$ cat config.mk
export PLATFORM = sky130hd
export DESIGN_NAME = conv_loop_ctrl_l1
export DESIGN_NICKNAME = d
export VERILOG_FILES = /design/src/rtl/conv_loop_ctrl_l1.sv
export SDC_FILE = /design/constraint.sdc
export NUM_CORES = 1
export LEC_CHECK = 0
export CAP_MARGIN = 20
export CELL_PAD_IN_SITES_DETAIL_PLACEMENT = 1
export CELL_PAD_IN_SITES_GLOBAL_PLACEMENT = 2
export CORE_MARGIN = 10
export CORE_UTILIZATION = 25
export DETAILED_ROUTE_END_ITERATION = 7
export GPL_ROUTABILITY_DRIVEN = 1
export PLACE_DENSITY = 0.69
export REMOVE_ABC_BUFFERS = 1
export SETUP_SLACK_MARGIN = 0.4
export SLEW_MARGIN = 20
export SYNTH_ARGS = -nofsm -noshare
export SYNTH_HDL_FRONTEND = slang
export SYNTH_SLANG_ARGS = --single-unit
$ cat constraint.sdc
create_clock -name clk -period 2.2 [get_ports clk]
set_input_delay 0.44 -clock clk [delete_from_list [all_inputs] [get_ports clk]]
set_output_delay 0.44 -clock clk [all_outputs]
set_load 0.02 [all_outputs]
$ cat src/rtl/conv_loop_ctrl_l1.sv
// Layer-1 convolution loop controller: walks the L/J/K window indices, strobes k_zero/temp_zero
// to the adder-tree drain counter and waits for R_zero. Optional stall: CONV_LOOP_CTRL_L1_STALL_EN.
module conv_loop_ctrl_l1 #(
  parameter int unsigned KMAX  = 2,
  parameter int unsigned JMAX  = 2,
  parameter int unsigned LMAX  = 1,
  parameter int unsigned IDX_W = 4
) (
  input  logic             clk,
  input  logic             rst,
  input  logic             start,
  input  logic             stall,
  input  logic             R_zero,
  output logic [IDX_W-1:0] k_idx,
  output logic [IDX_W-1:0] j_idx,
  output logic [IDX_W-1:0] l_idx,
  output logic             k_zero,
  output logic             temp_zero,
  output logic             valid,
  output logic             busy,
  output logic             done
);

  typedef enum logic [1:0] {
    S_IDLE  = 2'd0,
    S_RUN   = 2'd1,
    S_DRAIN = 2'd2,
    S_DONE  = 2'd3
  } state_t;

  state_t           state_q;
  state_t           state_d;
  logic [IDX_W-1:0] k_q;
  logic [IDX_W-1:0] j_q;
  logic [IDX_W-1:0] l_q;
  logic             first_q;
  logic             advance_c;
  logic             k_wrap_c;
  logic             j_wrap_c;
  logic             l_wrap_c;
  logic             last_beat_c;

  // A beat is consumed every RUN cycle unless the datapath holds the loop.
`ifdef CONV_LOOP_CTRL_L1_STALL_EN
  assign advance_c = (state_q == S_RUN) && !stall;
`else
  logic unused_stall;
  assign unused_stall = stall;
  assign advance_c    = (state_q == S_RUN);
`endif

  assign k_wrap_c    = (k_q == IDX_W'(KMAX));
  assign j_wrap_c    = (j_q == IDX_W'(JMAX));
  assign l_wrap_c    = (l_q == IDX_W'(LMAX));
  assign last_beat_c = advance_c && k_wrap_c && j_wrap_c && l_wrap_c;

  // State register
  always_ff @(posedge clk or negedge rst) begin
    if (!rst) begin
      state_q <= S_IDLE;
    end else begin
      state_q <= state_d;
    end
  end

  // Next-state logic; R_zero only counts once the last beat has left RUN
  always_comb begin
    state_d = state_q;
    unique case (state_q)
      S_IDLE:  if (start)       state_d = S_RUN;
      S_RUN:   if (last_beat_c) state_d = S_DRAIN;
      S_DRAIN: if (R_zero)      state_d = S_DONE;
      S_DONE:                   state_d = S_IDLE;
      default:                  state_d = S_IDLE;
    endcase
  end

  // Nested K (inner) / J / L (outer) index counters, cleared outside RUN
  always_ff @(posedge clk or negedge rst) begin
    if (!rst) begin
      k_q <= '0;
      j_q <= '0;
      l_q <= '0;
    end else if (state_q != S_RUN) begin
      k_q <= '0;
      j_q <= '0;
      l_q <= '0;
    end else if (advance_c) begin
      if (k_wrap_c) begin
        k_q <= '0;
        if (j_wrap_c) begin
          j_q <= '0;
          l_q <= l_wrap_c ? '0 : l_q + IDX_W'(1);
        end else begin
          j_q <= j_q + IDX_W'(1);
        end
      end else begin
        k_q <= k_q + IDX_W'(1);
      end
    end
  end

  // Marks the first beat of a pass until that beat is actually consumed
  always_ff @(posedge clk or negedge rst) begin
    if (!rst) begin
      first_q <= 1'b0;
    end else if ((state_q == S_IDLE) && start) begin
      first_q <= 1'b1;
    end else if (advance_c) begin
      first_q <= 1'b0;
    end
  end

  // Output decode from registered state
  always_comb begin
    k_idx     = k_q;
    j_idx     = j_q;
    l_idx     = l_q;
    k_zero    = 1'b0;
    temp_zero = 1'b0;
    valid     = 1'b0;
    busy      = 1'b0;
    done      = 1'b0;
    unique case (state_q)
      S_IDLE: begin
        busy = 1'b0;
      end
      S_RUN: begin
        valid     = 1'b1;
        busy      = 1'b1;
        k_zero    = advance_c && k_wrap_c;
        temp_zero = advance_c && first_q;
      end
      S_DRAIN: begin
        busy = 1'b1;
      end
      S_DONE: begin
        busy = 1'b1;
        done = 1'b1;
      end
      default: begin
        busy = 1'b0;
      end
    endcase
  end

endmodule

## After elaboration in Yosys (flattened, before gate mapping)

Cells that the tools add are included.

- $add $sub $neg: 3
- Multipliers: 0
- Div/mod/pow operators: 0
- $lt $le $gt $ge: 0
- Equality and inequality tests: 10
- Shift-type cells: 0
- Muxes and demuxes: 23
- Bitwise operators: 0
- Reduce and logical (&&, ||, !) cells: 14

Operators by type and width:

| kind | number |
|---|---|
| $mux W4 | 12 |
| $add A4 B1 Y4 const B | 3 |
| $eq A4 B2 Y1 const B | 2 |
| $pmux W2 S4 | 1 |
| $reduce_bool A2 Y1 | 4 |
| $mux W1 | 6 |
| $mux W2 | 3 |
| $reduce_and A3 Y1 | 2 |
| $logic_and A1 B1 Y1 | 5 |
| $eq A2 B2 Y1 const B | 2 |
| $eq A4 B1 Y1 const B | 1 |
| $ne A2 B1 Y1 const B | 2 |
| $ne A2 B2 Y1 const B | 2 |
| $reduce_or A3 Y1 | 1 |
| $eq A2 B1 Y1 const B | 1 |
| $logic_not A2 Y1 | 1 |
| $pmux W1 S2 | 1 |
| $reduce_and A2 Y1 | 1 |

- Flip-flop bits (word level): 15
- Bits in latches: 0
- RAM bits: 0
- ROM bits: 0
- Word-level logic and storage cells: 55
- Memories kept: 0

## Longest topological paths before layout

- Depth in word-level cells: 6
- Mapped depth: 6

## Least setup slack after synthesis

Ideal clock, no wire load.

- Path kind: register to output
- Start: reg k_q[0], in the netlist k_idx[0]
- End: out k_zero
- Data arrival time: 1.466 ns
- Data required time: 1.760 ns
- Slack: 0.294 ns
- Stages on the path, launching flop included: 4
- Path buffers: 1
- Cells stage by stage: dfrtp_1 or4b_1 buf_2 nor2_1

- Word-level cells in the longest chain between the ends: 3

Ends and longest elaborated chain:

| item | RTL line | text |
|---|---|---|
| from (decl) | 33 | `logic [IDX_W-1:0] k_q;` |
| from (signal assigned) | 98 | `k_q <= k_q + IDX_W'(1);` |
| $eq A4 B2 Y1 | 52 | `assign k_wrap_c = (k_q == IDX_W'(KMAX));` |
| $logic_and A1 B1 Y1 | 131 | `k_zero = advance_c && k_wrap_c;` |
| $mux W1 | 124 | `unique case (state_q)` |
| to (decl) | 17 | `output logic k_zero,` |

No other way between the ends.

## Worst setup path after layout

- Start: reg k_q[3], in the netlist k_idx[3]
- End: out k_zero

The elaborated chain is that of the path after synthesis.

==> run_results.csv <==
group,metric,value,unit
outcome,status,"finished, final reports clean",
sta,finalCriticalPeriod,1880,ps
grt,grt_max_degree,16,
cells_and_area,areaGrowthSynthToFinish,50.9,%
route,antenna_left,0,
cells_and_area,final_layout_size_suffix_gt1_share,32.0,%
sta,fmax,0.533,GHz
worst_setup_path,cp-start-kind,"flop",
worst_setup_path,cpMaxStageDelayCell,"or4b_4",
worst_setup_path,crit_fanout,2,
route,drt_pre_antenna_iters,4,
sta,period_share,85.3,%
clock_tree,cts_tree,"built",
clock_tree,cts_sinks,15,
sta,worst_slack,324,ps
power_and_ir_drop,peakVddDrop,0.443,mV
grt,grt_pass1_wl,4.03,mm
yosys,yosysSeqAreaShare,44.2,%
yosys,synthCells,85,
sta,slew_viol_final,0,
power_and_ir_drop,pwr_density_cell,823,nW/um^2
job,cap_violations,0,
hold_path,hp-class,"in2async",
yosys,netlist_area,848,sq um
place,portBuffers,20,
cells_and_area,final_area,1280,sq um
route,totalWireLength,2.39,mm
grt,antenna_found_initial,0,
grt,grt_pass1_vias,843,
floorplanning,die_w,78.3,microns
floorplanning,initial_utilization,25.6,%
worst_setup_path,path_delay_family,"simple AND/OR/NAND/NOR gates",
grt,gr-total-overflow,0,
cells_and_area,fill_cells,406,
worst_setup_path,arrival,1440,ps
place,gp_congestion,0.728,
worst_setup_path,slowest_delay,560,ps
floorplanning,io_pins,22,
route,wl_per_cell,14.3,microns
yosys,avgSynthCellArea,9.98,sq um
clock_tree,clkTransAtPathRegs,90,ps
sta,hold_viol,0,
yosys,synth_edf_count,0,
clock_tree,hold_buffers,0,
clock_tree,cts-buffers-inserted,3,
floorplanning,rows,21,
place,place_area,1170,sq um
cells_and_area,nets,136,
route,drt_iter0_drc,12,
sta,setup_tns,0,ps
yosys,ys_types,29,
worst_setup_path,path_cells,"or4b_4 > nor2_4 > buf_6",
worst_setup_path,worstSetupEndpointType,"output port",
sta,skew,4.14,ps
place,dp_hpwl,1.83,mm
clock_tree,htree_levels,1,
worst_setup_path,critPathBufInv,1,
yosys,synth_seq_cells,15,
cells_and_area,antenna_cells,0,
sta,setup_viol,0,
place,dp_slack,104,ps
route,routed_via_density,4.49,
route,vias,755,
grt,grt.total_usage,8.01,%
sta,timing.slew.headroom,83.5,%
floorplanning,die_h,78.3,microns
worst_setup_path,crit_required,1760,ps
yosys,yosys_warnings,0,
floorplanning,die_area,6120,sq um
clock_tree,cts_buffer_depth,2,
clock_tree,clockRootBuffer,"clkbuf_4",
clock_tree,clk_latency,280,ps
route,drc_errors,0,
power_and_ir_drop,leakagePower,0.000637,uW
floorplanning,core,3310,sq um
sta,grt_setup_unrepaired,"true",
sta,tightest_slew,248,ps
yosys,synth_ff_type,"dfrtp_1",
yosys,async_flop_share,100,%
worst_setup_path,criticalPathCategory,"reg2out",
==> sequential cells by signal, indices dropped and copies added (netlist names) <==
register / flops
j_idx: 4
k_idx: 4
l_idx: 4
state_q: 2
first_q: 1
==> layout make-up <==
cell class | instances | area [sq um] | share of cell area (%)
multi-input cells | 60 | 484 | 37.8
flip-flops and latches | 15 | 377 | 29.4
repair buffers | 35 | 305 | 23.9
well taps | 46 | 57.6 | 4.50
inverters | 8 | 30.0 | 2.35
clock buffers | 4 | 26.3 | 2.05
==> per-layer routing <==
layer,vias to the layer above,global-route usage [%],wire (microns)
met3,2,1.94,99
met1,376,9.54,1070
met2,16,13.2,1190
met5,-,0,0
met4,0,3.76,30
li1,361,-,-
==> power by group <==
group          internal (uW)  total, uW  switching [uW]
Clock                   70.2        159            88.4
Sequential               320        361            40.7
Combinational            238        533             295
Total                    629       1050             424
==> logic make-up after synthesis <==
group	after synthesis	share of synthesized area, %
adder cells (fa/ha/maj)	8	11.8
AO/OA/AOI/OAI	10	8.41
XOR/XNOR	4	4.13
flip-flops	15	44.2
buffers and inverters	10	4.57
AND/OR/NAND/NOR	35	22.7
multiplexers	3	4.13
==> cell usage after synthesis, drive strengths merged (2+ instances only) <==
cell   number  area (sq um)
nor2       12          45.0
nand3       4          20.0
nor3        2          15.0
ha          8           100
xor2        3          26.3
mux2i       2          20.0
a21oi       5          28.8
o21ai       2          10.0
dfrtp      15           375
inv         8          30.0
nand2       6          22.5
nor3b       2          15.0
nor4        2          12.5
==> metrics by stage <==
step,power (uW),instances,hold WS (ps),utilization [%]
3_3_place_gp,863,159,523,35.4
5_1_grt,1160,168,479,38.7
2_1_floorplan,652,83,144,-
6_report,1050,168,471,38.7
3_5_place_dp,880,159,534,35.4
4_1_cts,1010,163,475,35.8
==> worst paths after layout <==
path,end,start,slack [ps],depth (start not counted)
worst max-delay path,k_zero,k_idx[3],320,3
worst min-delay path,j_idx[0],rst,470,2
worst max register to register,state_q[1],l_idx[0],490,6
worst min register to register,first_q,first_q,540,2
max in group asynchronous,l_idx[0],rst,1540,2
min in group clk,first_q,first_q,540,2
==> worst reg2reg max path, delay by kind of cell, from the launching register on <==
kind | cells | cell delay (ps)
flip-flops | 1 | 460
AO/OA/AOI/OAI | 2 | 320
multiplexers | 1 | 320
adder cells (fa/ha/maj) | 1 | 210
buffers and inverters | 1 | 150
AND/OR/NAND/NOR | 1 | 130
==> timing repair <==
item,in CTS,in global routing
setup endpoints to repair,14,11
pin swaps,0,2
resized for setup,23,21
setup buffers,0,5
endpoints found under the hold margin,0,0
==> cell usage in the layout (no fill, tap or decap), types with 2 or more instances in the layout <==
master	n
clkbuf_4	3
buf_4	16
dfrtp_1	14
clkdlybuf4s50_1	5
a21oi_1	4
nor2_1	11
xor2_1	3
inv_1	4
buf_6	2
nor4_2	2
nand3_1	4
ha_1	7
nand2_1	6
mux2i_1	2
o21ai_0	2
dlygate4sd2_1	10
dlymetal6s2s_1	2
inv_2	4
Note: power is estimated with default switching activity, not from simulation.
